## src/rtl/stack16_reader_pkg.sv

```systemverilog
// cookie_pkg: shared word/depth defaults and occupancy-state encoding for stack16_reader.
package cookie_pkg;
  localparam int WORD_WIDTH = 16;
  localparam int STACK_DEPTH = 16;
  typedef enum logic [1:0] {
    OCC_EMPTY   = 2'd0,
    OCC_PARTIAL = 2'd1,
    OCC_FULL    = 2'd2
  } occ_e;
  function automatic occ_e occ_of(int c, int d);
    return c == 0 ? OCC_EMPTY : c == d ? OCC_FULL : OCC_PARTIAL;
  endfunction
endpackage

```

## src/rtl/stack16_reader_if.sv

```systemverilog
// stack16_reader_if: push/pop request and status bundle of the stack.
interface stack16_reader_if import cookie_pkg::*; #(
  parameter int WIDTH = WORD_WIDTH,
  parameter int DEPTH = STACK_DEPTH
);
  localparam int CW = $clog2(DEPTH) + 1;
  logic [WIDTH-1:0] din, dout;
  logic push, pop, pop_valid, empty, full, err;
  logic [CW-1:0] count;
  modport master (output din, push, pop, input dout, pop_valid, empty, full, count, err);
  modport slave (input din, push, pop, output dout, pop_valid, empty, full, count, err);
endinterface

```

## src/rtl/stack16_reader_mem.sv

```systemverilog
// stack_mem: stack storage, synchronous write, combinational read, no reset.
module stack_mem #(
  parameter int WIDTH = 16,
  parameter int DEPTH = 16
) (
  input  logic                     clk,
  input  logic                     we,
  input  logic [$clog2(DEPTH)-1:0] waddr,
  input  logic [WIDTH-1:0]         wdata,
  input  logic [$clog2(DEPTH)-1:0] raddr,
  output logic [WIDTH-1:0]         rdata
);
  logic [WIDTH-1:0] mem [DEPTH];
  always_ff @(posedge clk)
    if (we) mem[waddr] <= wdata;
  assign rdata = mem[raddr];
endmodule

```

## src/rtl/stack16_reader.sv

```systemverilog
// stack16_reader: LIFO with registered pop output; define STACK_ERR_STICKY_EN to make err sticky until reset.
module stack16_reader import cookie_pkg::*; #(
  parameter int WIDTH = WORD_WIDTH,
  parameter int DEPTH = STACK_DEPTH
) (
  input logic             clk,
  input logic             reset,
  stack16_reader_if.slave s
);
  localparam int AW = $clog2(DEPTH);
  localparam int CW = AW + 1;
  logic [CW-1:0] count_q, count_d, cm1;
  logic [AW-1:0] top, waddr;
  logic [WIDTH-1:0] rdata, dout_q, dout_d;
  logic pv_q, pv_d, err_q, err_d, we, hit, bad;
  occ_e occ_q, occ_d;
  stack_mem #(.WIDTH(WIDTH), .DEPTH(DEPTH)) u_mem (
    .clk(clk), .we(we), .waddr(waddr), .wdata(s.din), .raddr(top), .rdata(rdata)
  );
  always_comb begin
    cm1 = count_q - CW'(1);
    top = cm1[AW-1:0];
    hit = s.pop && occ_q != OCC_EMPTY;
    // a simultaneous push+pop replaces the top in place instead of growing
    we = s.push && (s.pop ? occ_q != OCC_EMPTY : occ_q != OCC_FULL);
    waddr = s.pop ? top : count_q[AW-1:0];
    count_d = s.push && !s.pop && occ_q != OCC_FULL ? count_q + CW'(1) : !s.push && hit ? cm1 : count_q;
    occ_d = occ_of(int'(count_d), DEPTH);
    pv_d = s.pop && (s.push || hit);
    dout_d = hit ? rdata : pv_d ? s.din : dout_q;
    bad = s.push != s.pop && (s.push ? occ_q == OCC_FULL : occ_q == OCC_EMPTY);
`ifdef STACK_ERR_STICKY_EN
    err_d = err_q | bad;
`else
    err_d = bad;
`endif
  end
  always_ff @(posedge clk or negedge reset)
    if (!reset) begin
      count_q <= '0;
      occ_q <= OCC_EMPTY;
      dout_q <= '0;
      pv_q <= 1'b0;
      err_q <= 1'b0;
    end else begin
      count_q <= count_d;
      occ_q <= occ_d;
      dout_q <= dout_d;
      pv_q <= pv_d;
      err_q <= err_d;
    end
  assign s.count = count_q;
  assign s.empty = occ_q == OCC_EMPTY;
  assign s.full = occ_q == OCC_FULL;
  assign s.dout = dout_q;
  assign s.pop_valid = pv_q;
  assign s.err = err_q;
endmodule

```

## src/flat_wrapper.sv

```systemverilog
// flat-port wrapper written by rule: the top's interface ports become plain ports
module stack16_reader_flat import cookie_pkg::*;
#(
  parameter int WIDTH = WORD_WIDTH,
  parameter int DEPTH = STACK_DEPTH
)
  (clk, reset, s_din, s_push, s_pop, s_dout, s_pop_valid, s_empty, s_full, s_count, s_err);
  stack16_reader_if #(.WIDTH(WIDTH), .DEPTH(DEPTH)) s_i ();
  input logic clk;
  input logic reset;
  input wire logic [$bits(s_i.din)-1:0] s_din;
  input wire logic [$bits(s_i.push)-1:0] s_push;
  input wire logic [$bits(s_i.pop)-1:0] s_pop;
  output wire logic [$bits(s_i.dout)-1:0] s_dout;
  output wire logic [$bits(s_i.pop_valid)-1:0] s_pop_valid;
  output wire logic [$bits(s_i.empty)-1:0] s_empty;
  output wire logic [$bits(s_i.full)-1:0] s_full;
  output wire logic [$bits(s_i.count)-1:0] s_count;
  output wire logic [$bits(s_i.err)-1:0] s_err;
  assign s_i.din = s_din;
  assign s_i.push = s_push;
  assign s_i.pop = s_pop;
  assign s_dout = s_i.dout;
  assign s_pop_valid = s_i.pop_valid;
  assign s_empty = s_i.empty;
  assign s_full = s_i.full;
  assign s_count = s_i.count;
  assign s_err = s_i.err;
  stack16_reader #(.WIDTH(WIDTH), .DEPTH(DEPTH)) u_core (.clk(clk), .reset(reset), .s(s_i));
endmodule
```

## config.mk

```make
export PLATFORM = sky130hd
export DESIGN_NAME = stack16_reader_flat
export DESIGN_NICKNAME = d
export VERILOG_FILES = /design/src/rtl/stack16_reader_pkg.sv /design/src/rtl/stack16_reader_if.sv /design/src/rtl/stack16_reader_mem.sv /design/src/rtl/stack16_reader.sv /design/src/flat_wrapper.sv
export SDC_FILE = /design/constraint.sdc
export NUM_CORES = 1
export LEC_CHECK = 0
export CAP_MARGIN = 20
export CORE_ASPECT_RATIO = 0.5
export CORE_MARGIN = 8
export CORE_UTILIZATION = 50
export DETAILED_ROUTE_END_ITERATION = 8
export MAX_ROUTING_LAYER = met4
export PLACE_DENSITY = 0.76
export SYNTH_ARGS = -nofsm -noshare
export SYNTH_HDL_FRONTEND = slang
export SYNTH_SLANG_ARGS = --single-unit
```

## constraint.sdc

```tcl
create_clock -name clk -period 3.5 [get_ports clk]
set_input_delay 0.525 -clock clk [delete_from_list [all_inputs] [get_ports clk]]
set_output_delay 0.525 -clock clk [all_outputs]
set_load 0.01 [all_outputs]
```

==> results of run 1 <==
cells in the mapped netlist, drive strengths merged, types with 6 or more instances:
master	number	share of area, %
a211oi	13	0.85
a21oi	34	1.5
a22oi	15	0.98
buf	17	0.99
clkbuf	26	0.85
dfrtp	25	5.5
edfxtp	256	67
inv	6	0.20
mux2i	18	1.6
mux4	50	9.9
nand2	59	1.9
nand3	24	1.0
nor2	49	1.6
nor2b	14	0.76
or4	26	1.7
xnor2	7	0.54
critical path: stages (launching register included):
cell      delay, ps
dfrtp_2         620
clkinv_1        210
ha_4            260
o21bai_1        170
a21oi_1         210
nor2b_1         160
a21oi_1         110
nor2_2          840
kinds of logic after synthesis:
family                     share of synthesized area (%)
buffers and inverters                               2.08
DFF                                                 72.6
adders and majority gates                          0.328
muxes                                               11.5
xor gates and xnor gates                           0.907
and+or+nand+nor                                     8.04
AOI/OAI and AO/OA                                   4.57
power by group through the flow:
stage                     combinational (uW)  clock [uW]  sequential, uW
final                                   4990        2630            4450
after global routing                    5350        2760            4490
after CTS                               5000        2650            4450
after detailed placement                4980           0            4510
after global placement                  4910           0            4490
after floorplan                         3420           0            4440
per-layer routing:
layer	share of wire [%]	GRT usage, %	up-vias	wire [microns]
li1	-	-	2846	-
met5	0	-	-	0
met2	47	29.6	393	12400
met4	2.7	5.59	0	709
met3	9.5	2.54	62	2480
met1	40	25.3	3381	10600
state kept, by name, summed over array words and instances (netlist names):
signal,count
u_core.s.err,1
u_core.occ_q,2
u_core.u_mem.mem,256
u_core.s.count,5
u_core.s.pop_valid,1
u_core.s.dout,16
worst paths after layout:
kind,start,to,depth (start not counted)
min,reset,u_core.s.dout[13],1
min reg2reg,u_core.s.dout[9],u_core.s.dout[9],2
max reg2reg,u_core.s.count[0],u_core.u_mem.mem[0][4],7
max,u_core.s.count[0],u_core.u_mem.mem[0][4],7
min in group clk,u_core.s.dout[9],u_core.s.dout[9],2
max in group asynchronous,reset,u_core.s.dout[14],2
cell type report:
type	count	area, sq um	share of cell area [%]
sequential	281	8310	62.5
multi-input combinational	353	2970	22.3
timing repair buffer	93	833	6.26
clock buffer	28	647	4.86
tap	307	384	2.89
clock inverter	18	134	1.01
inverter	7	26.3	0.197
layout by cell type (no fill, tap or decap), types with 9 or more instances in the layout:
master,synthesis,layout
a21oi_1,34,34
dfrtp_1,25,24
edfxtp_1,256,256
clkbuf_16,0,25
mux2i_1,18,18
buf_4,3,47
a211oi_1,13,13
nand3_1,24,24
nand2_1,59,59
or4_1,26,26
mux4_2,48,48
a22oi_1,15,15
clkinv_1,1,9
nor2b_1,14,14
nor2_1,49,34
nor2_2,0,15
clkdlybuf4s50_1,0,44
stage by stage:
stage	area (sq um)	utilization (%)	total power, uW	setup slack, ps
after floorplan	11400	-	7860	-64.0
after CTS	13300	58.8	12100	539
final	13300	58.8	12100	529
after global routing	13300	58.8	12600	356
after detailed placement	12500	55.3	9480	444
after global placement	12500	55.3	9390	490
==> flow_metrics.tcl, run 1 <==
set metrics [dict create \
    vias_per_cell 6.15 \
    dieArea_sq_um 28300 \
    gr-total-overflow 0 \
    vdd_drop_max_mv 0.643 \
    synth-edff-count 256 \
    start_kind "flop" \
    cts_made_buffers 25 \
    critical_path_arrival_ps 3100 \
    dp_cells 1041 \
    start_util_pct 50.6 \
    setup_tns_ps 0 \
    ys_warn_count 0 \
    crit_path_end_kind "flop" \
    p_switching_uw 4190 \
    finalSetupViolations 0 \
    clk_pin_slew_ps 70 \
    die_h_microns 123 \
    ctsResizeCount 0 \
    synth_nets 707 \
    crit_type "reg -> reg" \
    power.density_nw_per_um2 907 \
    max_freq_ghz 0.337 \
    pwr-share-comb_pct 41.3 \
    async_flop_share_pct 8.90 \
    cts_sinks 281 \
    final_cells 1087 \
    ant_nets 0 \
    grt_pass1_vias 6573 \
    whs_ps 522 \
    hpwl_mm 16.4 \
    drc 0 \
    final.setup_skew_ps 15.4 \
    drv_slew 0 \
    critPathRequiredTime_ps 3630 \
    crit_fanout 17 \
    p_clk_share_pct 21.8 \
    cap_violations 0 \
    fill_cells 1660 \
    syn_to_final_growth_pct 16.2 \
    fin_nets 784 \
    ys_ff_latch 281 \
    ys_seq_area_share_pct 72.6 \
    p_sw_share_pct 34.7 \
    p_seq_share_pct 36.9 \
    diodes 0 \
    via_count 6682 \
    chipWidth_microns 230 \
    fin_crit_ps 2970 \
    dr.first_iter.drc_count 899 \
    drive_gt1_share_pct 19.6 \
    ys.flop_type "edfxtp_1" \
    synth_area_per_cell_sq_um 16.7 \
    htreeDepth 1 \
    port_buffers 44 \
    final-hold-violation-count 0 \
    syn_inst 684 \
    coreArea_sq_um 22600 \
    grt_max_degree 97 \
    r2r_slack_ps 530 \
    synth_area_sq_um 11400 \
    status "complete, no violations" \
    antenna_found_initial 0 \
    power_leakage_uw 0.00449 \
    cts-root-buf "clkbuf_16" \
    routedWlPerCell_microns 24.1 \
    rsz0062_at_grt "false" \
    gp_congestion 0.862 \
    holdCritPathClass "in -> async" \
    cts_hold_buf 0 \
    slew-limit-headroom_pct 26.9 \
    max-clock-path-buffers 3 \
    track_usage_pct 18.7 \
    worst_pin_slew_ps 1100 \
    clock_latency_ps 520 \
    cts_tree "built" \
    post_cts_buffers 0 \
    period_share_pct 84.9 \
    io-pin-count 45 \
    ys_types 45 \
    wirelength_mm 26.2 \
    p_int_uw 7890 \
    drtPass1Iterations 6 \
    placementRows 39 \
    grt_pass1_wl_mm 39.4 \
]
No activity file was read; power rests on OpenSTA's default activity.
==> run 2, diff against run 1 <==
Clock period 3.5 ns to 2.4 ns, I/O delays scaled along.
==> flow_metrics.tcl, run 2 (synthesis gave the netlist of run 1 again) <==
set metrics [dict create \
    final_cells 1128 \
    power_leakage_uw 0.00481 \
    largest_reg_flops 256 \
    max-clock-path-buffers 3 \
    crit_fanout 6 \
    cts_sinks 281 \
    dr_wl_met3_mm 3.08 \
    p_total_uw 19500 \
    placed_cell_area_sq_um 13200 \
    syn_to_final_growth_pct 23.5 \
    cap_violations 0 \
    io-pin-count 45 \
    drv_slew 0 \
    final.setup_skew_ps 20.6 \
    start_util_pct 50.6 \
    gr-total-overflow 0 \
    antenna_found_initial 0 \
    cts-root-buf "clkbuf_16" \
    cts_tree "built" \
    r2r-end "u_core.s.dout[12]" \
    drc 0 \
    dp_cells 1078 \
    drive_gt1_share_pct 26.2 \
    crit_type "reg -> reg" \
    grt_pass1_wl_mm 43.5 \
    critical_path_arrival_ps 2750 \
    placementRows 39 \
    clk_pin_slew_ps 70 \
    gp_congestion 0.900 \
    vias_per_cell 6.18 \
    rsz0062_at_grt "true" \
    path_cells "inv_2 -> ha_4 -> xor2_4 -> buf_12 -> buf_12 -> mux4_2 -> a21oi_1 -> or4_1 -> nand3_1" \
    drtPass1Iterations 5 \
    hpwl_mm 18.4 \
    grt_pass1_vias 6968 \
    period_share_pct 97.6 \
    critPathRequiredTime_ps 2810 \
    max_freq_ghz 0.427 \
    slew-limit-headroom_pct 43.2 \
    finalSetupViolations 0 \
    fin_crit_ps 2340 \
    clock_latency_ps 530 \
    p_switching_uw 6900 \
    ant_nets 0 \
    cts_made_buffers 25 \
    port_buffers 44 \
    fin_nets 825 \
    routed.top_layer "met4" \
    p_seq_share_pct 33.1 \
    stdcell_area_sq_um 14100 \
    die_h_microns 123 \
    htreeDepth 1 \
    coreArea_sq_um 22600 \
    routed-wl-met2_mm 13.7 \
    r2r_slack_ps 60 \
    p_clk_share_pct 19.8 \
    fin_util_pct 62.5 \
    wirelength_mm 29.4 \
    power.density_nw_per_um2 1380 \
    cpMostUsedCell "buf_12" \
    r2r_cells 9 \
    largest-register "u_core.u_mem.mem" \
    layout_commonest_cell "edfxtp_1" \
    dieArea_sq_um 28300 \
    cpPeakStageDelay_ps 500 \
    chipWidth_microns 230 \
    pre_cts_ws_ps -118 \
    reg2reg_from "u_core.s.count[1]" \
    dr.first_iter.drc_count 780 \
    vdd_drop_max_mv 0.701 \
    crit_path_end_kind "flop" \
    diodes 0 \
    final_cell_mix "edfxtp_1, buf_4, nand2_1" \
    grt_max_degree 33 \
    status "complete, no violations" \
    wl_met1_mm 11.5 \
    critPathSlowestCell "mux4_2" \
    track_usage_pct 20.9 \
    p_sw_share_pct 35.4 \
    pwr-share-comb_pct 47.1 \
    routedWlPerCell_microns 26.0 \
    p_int_uw 12600 \
    via_count 6969 \
    worst_pin_slew_ps 846 \
    holdCritPathClass "in -> async" \
    final-hold-violation-count 0 \
    start_kind "flop" \
    setup_ws_ps 58.1 \
]
==> run 2: cell types whose count changed in the layout (fill, tap and decap cells not counted), moves of 3 or more <==
| cell | change |
|---|---|
| nand3_1 | -4 |
| a21oi_1 | -4 |
| nand3_4 | +4 |
| nor2_1 | -7 |
| clkinv_4 | +3 |
| clkinv_1 | -4 |
| nor2_4 | +17 |
| nor2_2 | -10 |
| buf_4 | +16 |
| a21oi_2 | +3 |
| buf_12 | +21 |
==> run 2: power groups by stage <==
stage | logic [uW] | registers (uW) | clock network, uW
after floorplan | 5480 | 6480 | 0
after global placement | 8230 | 6500 | 0
after detailed placement | 8380 | 6530 | 0
after CTS | 8880 | 6450 | 3880
after global routing | 9650 | 6490 | 4070
final | 9160 | 6450 | 3850
==> run 2: cell type report <==
cell class / instances / area [sq um]
Timing Repair Buffer: 134 / 1470
Inverter: 7 / 31.3
Clock inverter: 17 / 145
Multi-Input combinational cell: 353 / 3160
Fill cell: 1540 / 8500
Clock buffer: 29 / 641
Sequential cell: 281 / 8310
Tap cell: 307 / 384
==> run 2: routing by layer <==
metal / vias to the layer above / GRT usage [%]
met1: 3500 / 27.0
met3: 80 / 4.47
li1: 2940 / -
met4: 0 / 7.09
met5: - / -
met2: 449 / 33.2
==> run 2: worst max path at each step <==
stage	startpoint	to
CTS	u_core.s.count[1]	u_core.s.dout[5]
finish	u_core.s.count[1]	u_core.s.dout[12]
detailed placement	s_pop	u_core.u_mem.mem[12][2]
floorplan	u_core.s.count[0]	u_core.u_mem.mem[13][0]
global placement	s_pop	u_core.u_mem.mem[12][11]
global route	u_core.s.count[0]	u_core.u_mem.mem[13][15]
==> run 2: worst max-delay path, delay by kind of cell, from the launching register on <==
family,cells,cell delay [ps]
flip-flops,1,400
multiplexers,1,500
buffers and inverters,3,400
adder cells (fa/ha/maj),1,160
XOR/XNOR,1,240
AND/OR/NAND/NOR,2,250
AO/OA/AOI/OAI,1,280
==> run 2: stage by stage <==
| stage | TNS [ps] | hold WS [ps] |
|---|---|---|
| after floorplan | -25400 | 64.4 |
| after global placement | -7660 | 525 |
| after detailed placement | -16660 | 531 |
| after CTS | 0 | 243 |
| after global routing | -450 | 275 |
| final | 0 | 252 |
==> run 2: repair_timing <==
action                     in CTS  in global routing
gates resized for setup         4                 10
setup buffers                   2                  0
setup endpoints to repair      70                 50
hold buffers                    0                  0
hold endpoints to repair        0                  0
gates cloned                    1                  1
